### config.mk
export PLATFORM = sky130hd
export DESIGN_NAME = mux_func_bist
export DESIGN_NICKNAME = d
export VERILOG_FILES = /design/src/rtl/mux_func_bist.sv
export SDC_FILE = /design/constraint.sdc
export NUM_CORES = 1
export LEC_CHECK = 0
export CAP_MARGIN = 20
export CORE_MARGIN = 4
export CORE_UTILIZATION = 30
export CTS_CLUSTER_DIAMETER = 40
export CTS_CLUSTER_SIZE = 14
export DETAILED_ROUTE_END_ITERATION = 16
export PLACE_DENSITY = 0.57
export REMOVE_ABC_BUFFERS = 1
export SLEW_MARGIN = 30
export SYNTH_ARGS = -nofsm -noshare
export SYNTH_HDL_FRONTEND = slang
export SYNTH_SLANG_ARGS = --single-unit
### constraint.sdc
create_clock -name clk -period 2.3 [get_ports clk]
set_input_delay 0.46 -clock clk [delete_from_list [all_inputs] [get_ports clk]]
set_output_delay 0.46 -clock clk [all_outputs]
set_load 0.05 [all_outputs]
### src/rtl/mux_func_bist.sv
// BIST sequencer for a 3-select/1-data mux function unit.
// Sweeps all 16 input vectors and compares y against an expected table.
module mux_func_bist #(
   parameter int unsigned SETTLE_CYCLES = 1,
   parameter bit          STOP_ON_FAIL  = 1'b0
) (
   input  logic        clk,
   input  logic        rst,
   input  logic        start,
   input  logic        abort,
   input  logic [15:0] exp_tt,
   input  logic        y_in,
   output logic        s0,
   output logic        s1,
   output logic        s2,
   output logic        d,
   output logic        busy,
   output logic        done,
   output logic        pass,
   output logic [15:0] tt_out,
   output logic [4:0]  fail_cnt,
   output logic [3:0]  first_fail
);

   typedef enum logic [1:0] {
      IDLE,
      APPLY,
      SAMPLE,
      FINISH
   } state_t;

   state_t      state;
   state_t      nxt;
   logic [3:0]  idx;
   logic [3:0]  vec;
   logic [7:0]  cnt;
   logic [15:0] exp_q;
   logic        mis;
   logic        last;
   logic        settled;

   assign mis     = y_in != exp_q[idx];
   assign last    = (idx == 4'd15) || (STOP_ON_FAIL && mis);
   assign settled = cnt == 8'(SETTLE_CYCLES - 1);

   assign {s0, s1, s2, d} = vec;
   assign busy = state != IDLE;
   assign done = state == FINISH;

   always_comb begin
      nxt = state;
      case (state)
         IDLE:    if (start) nxt = APPLY;
         APPLY:   if (settled) nxt = SAMPLE;
         SAMPLE:  nxt = last ? FINISH : APPLY;
         FINISH:  nxt = IDLE;
         default: nxt = IDLE;
      endcase
      if (abort) nxt = IDLE;
   end

   always_ff @(posedge clk) begin
      if (rst) begin
         state      <= IDLE;
         idx        <= '0;
         vec        <= '0;
         cnt        <= '0;
         exp_q      <= '0;
         pass       <= 1'b0;
         tt_out     <= '0;
         fail_cnt   <= '0;
         first_fail <= '0;
      end else begin
         state <= nxt;
         if (abort) begin
            // partial table and count are kept for inspection
            vec <= '0;
            cnt <= '0;
            if (state != IDLE) pass <= 1'b0;
         end else begin
            case (state)
               IDLE: begin
                  if (start) begin
                     exp_q      <= exp_tt;
                     tt_out     <= '0;
                     fail_cnt   <= '0;
                     first_fail <= '0;
                     pass       <= 1'b0;
                     idx        <= '0;
                     vec        <= '0;
                     cnt        <= '0;
                  end
               end
               APPLY: begin
                  cnt <= settled ? 8'd0 : cnt + 8'd1;
               end
               SAMPLE: begin
                  tt_out[idx] <= y_in;
                  if (mis) begin
                     fail_cnt <= fail_cnt + 5'd1;
                     if (fail_cnt == 5'd0) first_fail <= idx;
                  end
                  if (last) begin
                     vec  <= '0;
                     pass <= (fail_cnt == 5'd0) && !mis;
                  end else begin
                     idx <= idx + 4'd1;
                     vec <= idx + 4'd1;
                  end
               end
               default: ;
            endcase
         end
      end
   end

endmodule

==> run metrics, run 1 <==
fin nets=432; Top Ports=53; drt pass-1 iters=4; largest net degree at the start of global routing=32; first-pass GRT wire length=12.8 mm; crit path cell chain=mux4_2, mux4_2, xnor2_4, buf_6, a21oi_2, o31ai_2; WS Path Type=flip-flop to flip-flop; Inserted Clock Buffers=9; vias post-DR=2740; VDD IR max=0.306 mV; Achievable Freq=445 MHz; share of post-route cells with drive strength above 1=14.2%; power share of the clock group=43.2%; core box area=0.00933 mm2; H-tree Lvls=3; DRT antenna net count=0; Synth cell types=48; Area contributors post-synth=dfxtp_1 41%, a21oi_1 7.8%, nand2_1 6.1%, mux4_2 3.9%, ha_1 3.4%; skew final=0.0118 ns; Power, Total=2.24 mW; Die ar.=0.0113 mm2; Vias/cell=5.10; Post-Route WL=7.66 mm; CP Capture Type=flip-flop; diode count=0; DP Wirelength=5.60 mm; hold_sp=exp_q[4]$_SDFFE_PP0P_; Rows=35; arrival time at the worst endpoint=2.50 ns; Setup crit start kind=flip-flop; Rel. slew slack=60.9%; Initial DRC Count=120; total track usage=14.0%; worst slew pin tran=0.579 ns; Reg clk slew, reported paths=0.08 ns; leakage=1.32 nW; I/O Buffers=52; Root Buffer=clkbuf_8; Sw Ratio=26.0%; Avg Cell Area, Syn=8.46 um2; status=complete, no violations; Post-synth EDFFs=0; register-to-register setup slack=0.05 ns; Pint=1.65 mW; pwr/cell area=578 mW/mm2; Top cell by count, worst path=mux4_2; type of the most critical hold path=flip-flop to flip-flop; critical path launch point=idx[1]$_SDFFE_PP0P_; Slew Viols, Final=0; fin crit period=2.25 ns; Hold WS=0.455 ns; final count of hold timing violations=0; Die Span Y=106 um; Seq cells post-synth=60; RSZ-0062 raised after global routing=true; Layout area overhead=33.3%; Req. time, crit path=2.55 ns; CP top delay family=multiplexers; combinational share of power=9.2%; Skew-Pair Late Insertion Delay=0.34 ns; Critical Path Slowest Stage Cell=mux4_2; area share of the largest cell type after synthesis=41.4%; Initial Util=31.1%; Placer Congestion=0.835; M3 GR Usage=3.34%; Sequential Power Share=47.6%; max-cap violations=0; CTS sink count=60; initial antenna violation count=0; max incr delay on CP=0.53 ns; Wirelength per Cell=14.3 um; main flop type after synthesis=dfxtp_1; Syn Std Cell Area=0.00290 mm2; CTS tree=built; Final period util=97.7%; met2 Track Usage GR=22.0%; gr ovfl total=0; residual DRC count=0; CP Max Fanout=7; r2r startpoint=idx[1]$_SDFFE_PP0P_; gr busiest metal=met2; final core utilization=41.5%; Longest Clk Path Bufs=2; sequential cell area fraction in the yosys report=41.4%; area leader, netlist=dfxtp_1; met1 Use GR=18.9%; ys async rst share=0%; Gate Count Post-Synth=343; number of global-route vias before repair=2563; Sw Pwr=0.581 mW; Yosys warning count=0; Crit path buffers/inverters=1; final setup fails=0; Die X-Extent=106 um
## power groups by stage
| stage | logic [mW] | clock network [mW] | registers, mW |
|---|---|---|---|
| floorplan | 0.0873 | 0 | 1.09 |
| global placement | 0.193 | 0 | 1.09 |
| detailed placement | 0.194 | 0 | 1.09 |
| CTS | 0.200 | 0.989 | 1.06 |
| global route | 0.225 | 1.04 | 1.07 |
| finish | 0.205 | 0.967 | 1.06 |
## kinds of logic (layout without fill, tap and decap cells)
logic type | count (synthesis) | count (layout) | share of synthesized area, %
and+or+nand+nor | 135 | 135 | 23.2
adders and majority gates | 8 | 8 | 3.45
xor gates and xnor gates | 3 | 3 | 1.16
AOI/OAI and AO/OA | 95 | 95 | 20.9
buffers and inverters | 34 | 99 | 5.00
DFF | 60 | 60 | 41.4
muxes | 8 | 8 | 4.91
## metal layers
layer / wire length (um) / share of wire, %
met1: 3610 / 47
met2: 3620 / 47
met3: 345 / 4.5
met4: 94 / 1.2
met5: 0 / 0
## final cells by class
cell class | instances | area [um2]
fill | 991 | 5460
inverter | 9 | 33.8
multi-input combinational | 249 | 1570
timing repair buffer | 74 | 697
sequential | 60 | 1200
clock inverter | 7 | 75.1
clock buffer | 9 | 124
tap | 129 | 161
## cell usage in the layout (no fill, tap or decap), types with 3 or more instances in the layout
| cell | synthesis | final |
|---|---|---|
| o21ai_0 | 4 | 4 |
| and3_1 | 3 | 3 |
| or2_1 | 3 | 3 |
| nor2b_1 | 6 | 6 |
| a21oi_2 | 4 | 4 |
| nand4_1 | 11 | 11 |
| or3_1 | 12 | 12 |
| clkdlybuf4s50_1 | 0 | 50 |
| o2bb2ai_1 | 4 | 4 |
| ha_1 | 8 | 8 |
| nor3_1 | 4 | 4 |
| buf_4 | 0 | 22 |
| nand2_1 | 47 | 47 |
| a22oi_1 | 5 | 5 |
| o311ai_1 | 4 | 4 |
| nor3b_1 | 4 | 4 |
| nand2b_1 | 7 | 7 |
| a21oi_1 | 45 | 45 |
| inv_1 | 6 | 6 |
| nor2_1 | 26 | 26 |
| mux2i_1 | 3 | 3 |
| mux4_2 | 5 | 5 |
| clkbuf_8 | 0 | 9 |
| nand3_1 | 4 | 4 |
| dfxtp_1 | 60 | 59 |
| o211ai_1 | 12 | 12 |
| o21ai_1 | 6 | 6 |
## through the flow
| step | instances | area [um2] | TNS [ns] | setup slack, ns |
|---|---|---|---|---|
| after detailed placement | 518 | 3620 | -0.669 | -0.160 |
| after floorplan | 318 | 2790 | -0.615 | -0.164 |
| after CTS | 535 | 3840 | 0 | 0.0147 |
| final | 537 | 3870 | 0 | 0.0521 |
| after global placement | 518 | 3620 | -0.164 | -0.0617 |
| after global routing | 537 | 3870 | -0.139 | -0.0365 |
## registers in the layout (all words and copies together), names as in the netlist
register / flops
vec: 4
cnt: 8
exp_q: 16
pass: 1
idx: 4
first_fail: 4
state: 2
tt_out: 16
fail_cnt: 5
## tightest hold or removal path, cell delays in order (launching register included)
cell and delay, ns:
dfxtp_1 0.31, nand2_1 0.05, a21oi_1 0.05
## synth_stat cells (2+ instances only)
cell	n
nand2b_1	7
buf_2	2
and2_1	2
clkbuf_1	20
inv_2	2
nand2_1	47
a32oi_1	2
a21oi_1	45
nand4_1	11
nor2_1	26
and3_1	3
o21ai_1	6
inv_1	6
nand3b_1	2
a22oi_1	5
o2bb2ai_1	4
dfxtp_1	60
a21oi_2	4
nand3_1	4
o211ai_1	12
nor3b_1	4
ha_1	8
mux2i_1	3
buf_6	2
nor3_1	4
o311ai_1	4
mux4_2	5
o22ai_1	2
o21ai_0	4
or2_1	3
or3_1	12
nor2b_1	6
## final timing paths
path	depth (start not counted)	end
hold / removal	2	exp_q[4]$_SDFFE_PP0P_
setup / recovery	6	fail_cnt[0]$_SDFFE_PP0P_
setup reg to reg	6	fail_cnt[0]$_SDFFE_PP0P_
hold reg to reg	2	exp_q[4]$_SDFFE_PP0P_
## what timing repair did
action                     CTS  global route
setup buffers                1             2
pin swaps                    1             3
hold buffers                 0             0
setup endpoints to repair    8             8
gates resized for setup      3             3
Note: power is estimated with default switching activity, not from simulation.
==> run 2, diff against run 1 <==
--- a/config.mk
+++ b/config.mk
@@ -11,7 +11,7 @@
 export CTS_CLUSTER_DIAMETER = 40
 export CTS_CLUSTER_SIZE = 14
 export DETAILED_ROUTE_END_ITERATION = 16
-export PLACE_DENSITY = 0.57
+export PLACE_DENSITY = 0.61
 export REMOVE_ABC_BUFFERS = 1
 export SLEW_MARGIN = 30
 export SYNTH_ARGS = -nofsm -noshare
==> run 2 against run 1 <==
  * Non-clock buffer count is the same
  * Utilization grew 0.24 points
  * Combinational power grew 3%
  * Register-to-register slack lost 0.02 ns
  * Flip-flop and latch count is the same
  * Critical path type unchanged
  * Largest cell class unchanged
  * Largest power group unchanged
==> run metrics, run 2 (synthesis results as in run 1) <==
status=complete, no violations (unchanged); leakage=1.32 nW (about the same); final setup TNS=0 ns (unchanged); Root Buffer=clkbuf_8 (unchanged); diode count=0 (unchanged); Achievable Freq=442 MHz (was 445 MHz); Die ar.=0.0113 mm2 (unchanged); fin crit period=2.26 ns (was 2.25 ns); CP Max Fanout=5 (was 7); arrival time at the worst endpoint=2.49 ns (was 2.50 ns); Die Span Y=106 um (unchanged); Reg clk slew, reported paths=0.08 ns (about the same); Critical Path Slowest Stage Cell=mux4_2 (unchanged); Req. time, crit path=2.53 ns (was 2.55 ns); dpl ws=-0.177 ns (was -0.160 ns); pwr/cell area=557 mW/mm2 (was 578 mW/mm2); total track usage=13.5% (was 14.0%); drt pass-1 iters=5 (was 4); vias post-DR=2676 (was 2740); Fillers=926 (was 991); WS Path Type=flip-flop to flip-flop (unchanged); Post-Route WL=7.61 mm (was 7.66 mm); I/O Buffers=52 (unchanged); Rows=35 (unchanged); power share of the clock group=41.2% (was 43.2%); Initial DRC Count=198 (was 120); initial antenna violation count=0 (unchanged); Vias/cell=4.98 (was 5.10); core box area=0.00933 mm2 (unchanged); hold_sp=exp_q[3]$_SDFFE_PP0P_ (was exp_q[4]$_SDFFE_PP0P_); max incr delay on CP=0.52 ns (was 0.53 ns); Layout area overhead=34.1% (was 33.3%); final count of hold timing violations=0 (unchanged); Non-Filler Instances=537 (unchanged); dpl cells=520 (was 518); share of post-route cells with drive strength above 1=15.0% (was 14.2%); r2r startpoint=idx[1]$_SDFFE_PP0P_ (unchanged); DRT antenna net count=0 (unchanged); VDD IR max=0.236 mV (was 0.306 mV); Slew Viols, Final=0 (unchanged); residual DRC count=0 (unchanged); CTS tree=built (unchanged); H-tree Lvls=3 (unchanged); Top Ports=53 (unchanged); Placer Congestion=0.798 (was 0.835); most frequent cells in the layout=59 x dfxtp_1, 50 x clkdlybuf4s50_1, 47 x nand2_1 (unchanged); Crit path buffers/inverters=2 (was 1); Die X-Extent=106 um (unchanged); worst slew pin tran=0.560 ns (was 0.579 ns); gr ovfl total=0 (unchanged); final setup fails=0 (unchanged); combinational share of power=9.7% (was 9.2%); first-pass GRT wire length=12.5 mm (was 12.8 mm); Initial Util=31.1% (unchanged); final core utilization=41.7% (was 41.5%); post-route cell area=0.00389 mm2 (was 0.00387 mm2); type of the most critical hold path=flip-flop to flip-flop (unchanged); leading cell type in the layout, fill and taps excluded=dfxtp_1 (unchanged); Pint=1.60 mW (was 1.65 mW); DP Wirelength=5.45 mm (was 5.60 mm); max-cap violations=0 (unchanged); Wirelength per Cell=14.2 um (was 14.3 um); DP Area=0.00363 mm2 (was 0.00362 mm2); Rel. slew slack=62.2% (was 60.9%); critical path launch point=idx[1]$_SDFFE_PP0P_ (unchanged); Setup crit start kind=flip-flop (unchanged); CP top delay family=multiplexers (unchanged); Final period util=98.4% (was 97.7%); Skew-Pair Late Insertion Delay=0.34 ns (about the same); number of global-route vias before repair=2588 (was 2563); Largest regs=exp_q (16), tt_out (16), cnt (8) (unchanged); Inserted Clock Buffers=9 (unchanged); crit path cell chain=mux4_2, mux4_2, xnor2_2, buf_4, buf_4, a22oi_1, nor2_1 (was mux4_2, mux4_2, xnor2_4, buf_6, a21oi_2, o31ai_2); slack of the critical path=0.0364 ns (was 0.0521 ns); CTS sink count=60 (unchanged); largest net degree at the start of global routing=34 (was 32); Sw Ratio=26.3% (was 26.0%); Sequential Power Share=49.1% (was 47.6%); fin nets=432 (unchanged); RSZ-0062 raised after global routing=true (unchanged); Sw Pwr=0.570 mW (was 0.581 mW); skew final=0.0124 ns (was 0.0118 ns); Longest Clk Path Bufs=2 (unchanged); CP Capture Type=flip-flop (unchanged)
[run 2: cell types whose count changed in the layout (fill, tap and decap cells not counted), moves of 2 or more]
| cell | previous run | this run |
|---|---|---|
| clkinvlp_4 | 0 | 3 |
| a21oi_2 | 4 | 2 |
| a21oi_4 | 0 | 2 |
| buf_6 | 1 | 3 |
| clkbuf_8 | 9 | 11 |
| inv_6 | 2 | 0 |
[run 2: per-stage QoR]
stage / power [mW] / hold slack, ns
6_report: 2.17 / 0.458
5_1_grt: 2.25 / 0.478
4_1_cts: 2.17 / 0.462
3_5_place_dp: 1.28 / 0.451
3_3_place_gp: 1.28 / 0.448
2_1_floorplan: 1.18 / 0.427
[run 2: what timing repair did]
action / 4_1_cts / 5_1_grt
pin swaps: 0 / 6
hold buffers: 0 / 0
gates resized for setup: 5 / 11
cloned: 0 / 1
setup buffers: 0 / 0
setup endpoints to repair: 9 / 7
[run 2: power by group through the flow]
stage	registers [mW]	logic [mW]	clock network (mW)
6_report	1.06	0.211	0.894
5_1_grt	1.07	0.228	0.952
4_1_cts	1.06	0.196	0.913
3_5_place_dp	1.09	0.194	0
3_3_place_gp	1.09	0.192	0
2_1_floorplan	1.09	0.0873	0
[run 2: layout make-up]
type	count	area [um2]	share of cell area (%)
inverter	9	33.8	0.868
clock buffer	11	151	3.89
multi-input combinational	249	1610	41.4
tap	129	161	4.15
clock inverter	5	36.3	0.932
sequential	60	1200	31.0
timing repair buffer	74	692	17.8
[run 2: layer usage]
metal	vias to the layer above	global-route usage, %	wire, um
met1	1251	17.3	3460
met3	13	3.16	386
li1	1347	-	-
met2	65	22.2	3620
met4	0	4.72	140
met5	-	0	0
[run 2: final timing paths]
check                                              to  slack (ns)  cells past startpoint
worst max-delay path                pass$_SDFFE_PP0P_        0.04                      7
worst min-delay path            exp_q[3]$_SDFFE_PP0P_        0.46                      2
worst max register to register      pass$_SDFFE_PP0P_        0.04                      7
worst min register to register  exp_q[3]$_SDFFE_PP0P_        0.46                      2
[run 2: worst min-delay path, cell delays in order, from the launching register on]
cell and delay, ns:
dfxtp_1 0.31, nand2_1 0.05, a21oi_1 0.05
==> run 3, diff against run 2 <==
--- a/config.mk
+++ b/config.mk
@@ -6,7 +6,7 @@
 export NUM_CORES = 1
 export LEC_CHECK = 0
 export CAP_MARGIN = 20
-export CORE_MARGIN = 4
+export CORE_MARGIN = 5
 export CORE_UTILIZATION = 30
 export CTS_CLUSTER_DIAMETER = 40
 export CTS_CLUSTER_SIZE = 14
==> run 3 against run 2 <==
  * Critical endpoint is now fail_cnt[0]$_SDFFE_PP0P_
  * Critical path type unchanged
  * Wire length down 2.4%
  * Worst setup slack better by 0.060 ns
  * Cell area down 1.2%
==> run metrics, run 3 (synthesis results as in run 1) <==
Fillers=968 (was 926); Slew Viols, Final=0 (unchanged); fin nets=428 (was 432); final setup fails=0 (unchanged); crit path cell chain=mux4_2, mux4_2, xnor2_4, buf_4, a21oi_2, o31ai_2 (was mux4_2, mux4_2, xnor2_2, buf_4, buf_4, a22oi_1, nor2_1); DRT antenna net count=0 (unchanged); Critical Path Slowest Stage Cell=mux4_2 (unchanged); total track usage=13.4% (was 13.5%); Achievable Freq=454 MHz (was 442 MHz); power share of the clock group=43.6% (was 41.2%); Initial DRC Count=163 (was 198); status=complete, no violations (unchanged); Rows=36 (was 35); Sw Ratio=23.9% (was 26.3%); Reg clk slew, reported paths=0.07 ns (was 0.08 ns); CTS tree=built (unchanged); H-tree Lvls=3 (unchanged); Placer Congestion=0.815 (was 0.798); Rel. slew slack=63.0% (was 62.2%); fin crit period=2.20 ns (was 2.26 ns); Pint=1.70 mW (was 1.60 mW); final core utilization=40.1% (was 41.7%); max incr delay on CP=0.53 ns (was 0.52 ns); Largest regs=exp_q (16), tt_out (16), cnt (8) (unchanged); Die X-Extent=108 um (was 106 um); WS Path Type=flip-flop to flip-flop (unchanged); combinational share of power=8.6% (was 9.7%); Root Buffer=clkbuf_8 (unchanged); Initial Util=30.3% (was 31.1%); leakage=1.30 nW (was 1.32 nW); arrival time at the worst endpoint=2.46 ns (was 2.49 ns); I/O Buffers=52 (unchanged); drt pass-1 iters=4 (was 5); Setup crit start kind=flip-flop (unchanged); VDD IR max=0.255 mV (was 0.236 mV); Post-Route WL=7.43 mm (was 7.61 mm); worst slew pin tran=0.547 ns (was 0.560 ns); most frequent cells in the layout=59 x dfxtp_1, 50 x clkdlybuf4s50_1, 47 x nand2_1 (unchanged); Inserted Clock Buffers=9 (unchanged); slack of the critical path=0.0960 ns (was 0.0364 ns); Vias/cell=4.90 (was 4.98); pwr/cell area=580 mW/mm2 (was 557 mW/mm2); number of global-route vias before repair=2582 (was 2588); initial antenna violation count=0 (unchanged); vias post-DR=2630 (was 2676); CP Max Fanout=7 (was 5); Sequential Power Share=47.7% (was 49.1%); Longest Clk Path Bufs=2 (unchanged); core box area=0.00959 mm2 (was 0.00933 mm2); leading cell type in the layout, fill and taps excluded=dfxtp_1 (unchanged); first-pass GRT wire length=12.4 mm (was 12.5 mm); type of the most critical hold path=flip-flop to flip-flop (unchanged); CTS sink count=60 (unchanged); Req. time, crit path=2.55 ns (was 2.53 ns); Die Span Y=108 um (was 106 um); Wirelength per Cell=13.8 um (was 14.2 um); diode count=0 (unchanged); largest net degree at the start of global routing=37 (was 34); DP Wirelength=5.39 mm (was 5.45 mm); residual DRC count=0 (unchanged); Skew-Pair Late Insertion Delay=0.34 ns (about the same); Top cell by count, worst path=mux4_2; skew final=0.00905 ns (was 0.0124 ns); Top Ports=53 (unchanged); Layout area overhead=32.5% (was 34.1%); dpl ws=-0.241 ns (was -0.177 ns); max-cap violations=0 (unchanged); gr ovfl total=0 (unchanged); RSZ-0062 raised after global routing=false (was true); post-cts hold buffer count=0 (unchanged); CP Capture Type=flip-flop (unchanged); Final period util=95.8% (was 98.4%); share of post-route cells with drive strength above 1=13.1% (was 15.0%); final count of hold timing violations=0 (unchanged); Die ar.=0.0117 mm2 (was 0.0113 mm2); Sw Pwr=0.534 mW (was 0.570 mW)
run 3: changes by cell type in the layout (fill, tap and decap cells not counted), sizes merged:
cell / change
buf: -4
clkinvlp: -2
bufinv: +1
clkbuf: +1
run 3: worst paths after layout:
kind                              end                    from  depth (start not counted)  slack (ns)
max          fail_cnt[0]$_SDFFE_PP0P_     idx[1]$_SDFFE_PP0P_                          6         0.1
min            exp_q[14]$_SDFFE_PP0P_  exp_q[14]$_SDFFE_PP0P_                          2        0.46
max reg2reg  fail_cnt[0]$_SDFFE_PP0P_     idx[1]$_SDFFE_PP0P_                          6         0.1
min reg2reg    exp_q[14]$_SDFFE_PP0P_  exp_q[14]$_SDFFE_PP0P_                          2        0.46
run 3: metrics by stage:
stage	instances	instance area (um2)	hold WS, ns	TNS, ns	total power [mW]
floorplan	318	2790	0.427	-0.615	1.18
detailed placement	519	3610	0.444	-1.20	1.27
finish	537	3840	0.456	0	2.23
global placement	519	3610	0.449	-0.543	1.27
global route	537	3840	0.484	0	2.32
CTS	536	3830	0.454	0	2.26
run 3: critical path, delay by kind of cell, from the launching register on:
family | cells | cell delay, ns
buf+inv | 1 | 0.17
flops | 1 | 0.39
compound gates | 2 | 0.24
xor+xnor | 1 | 0.27
mux | 2 | 1.04
run 3: final cells by class:
class                      count  area (um2)  area share, %
clock buffer                  12         155           4.04
inverter                       9        33.8          0.879
timing repair buffer          70         663           17.2
tap                          133         166           4.33
multi-input combinational    249        1570           40.9
clock inverter                 4        47.5           1.24
sequential                    60        1200           31.3
run 3: power groups by stage:
stage / sequential, mW / clock, mW / combinational (mW)
2_1_floorplan: 1.09 / 0 / 0.0873
3_3_place_gp: 1.09 / 0 / 0.184
3_5_place_dp: 1.09 / 0 / 0.186
4_1_cts: 1.07 / 1.00 / 0.192
5_1_grt: 1.07 / 1.04 / 0.212
6_report: 1.06 / 0.973 / 0.192
run 3: what timing repair did:
item	CTS	global route
pin swaps	1	1
buffers inserted	1	1
gates resized for setup	2	3
setup endpoints to repair	10	8
run 3: routing by layer:
| layer | up-vias | track usage, % | part of all wire (%) |
|---|---|---|---|
| met5 | - | 0 | 0 |
| met4 | 0 | 5.68 | 1.4 |
| met3 | 8 | 3.16 | 4.4 |
| met2 | 62 | 21.7 | 48 |
| met1 | 1225 | 16.9 | 46 |
| li1 | 1335 | - | - |
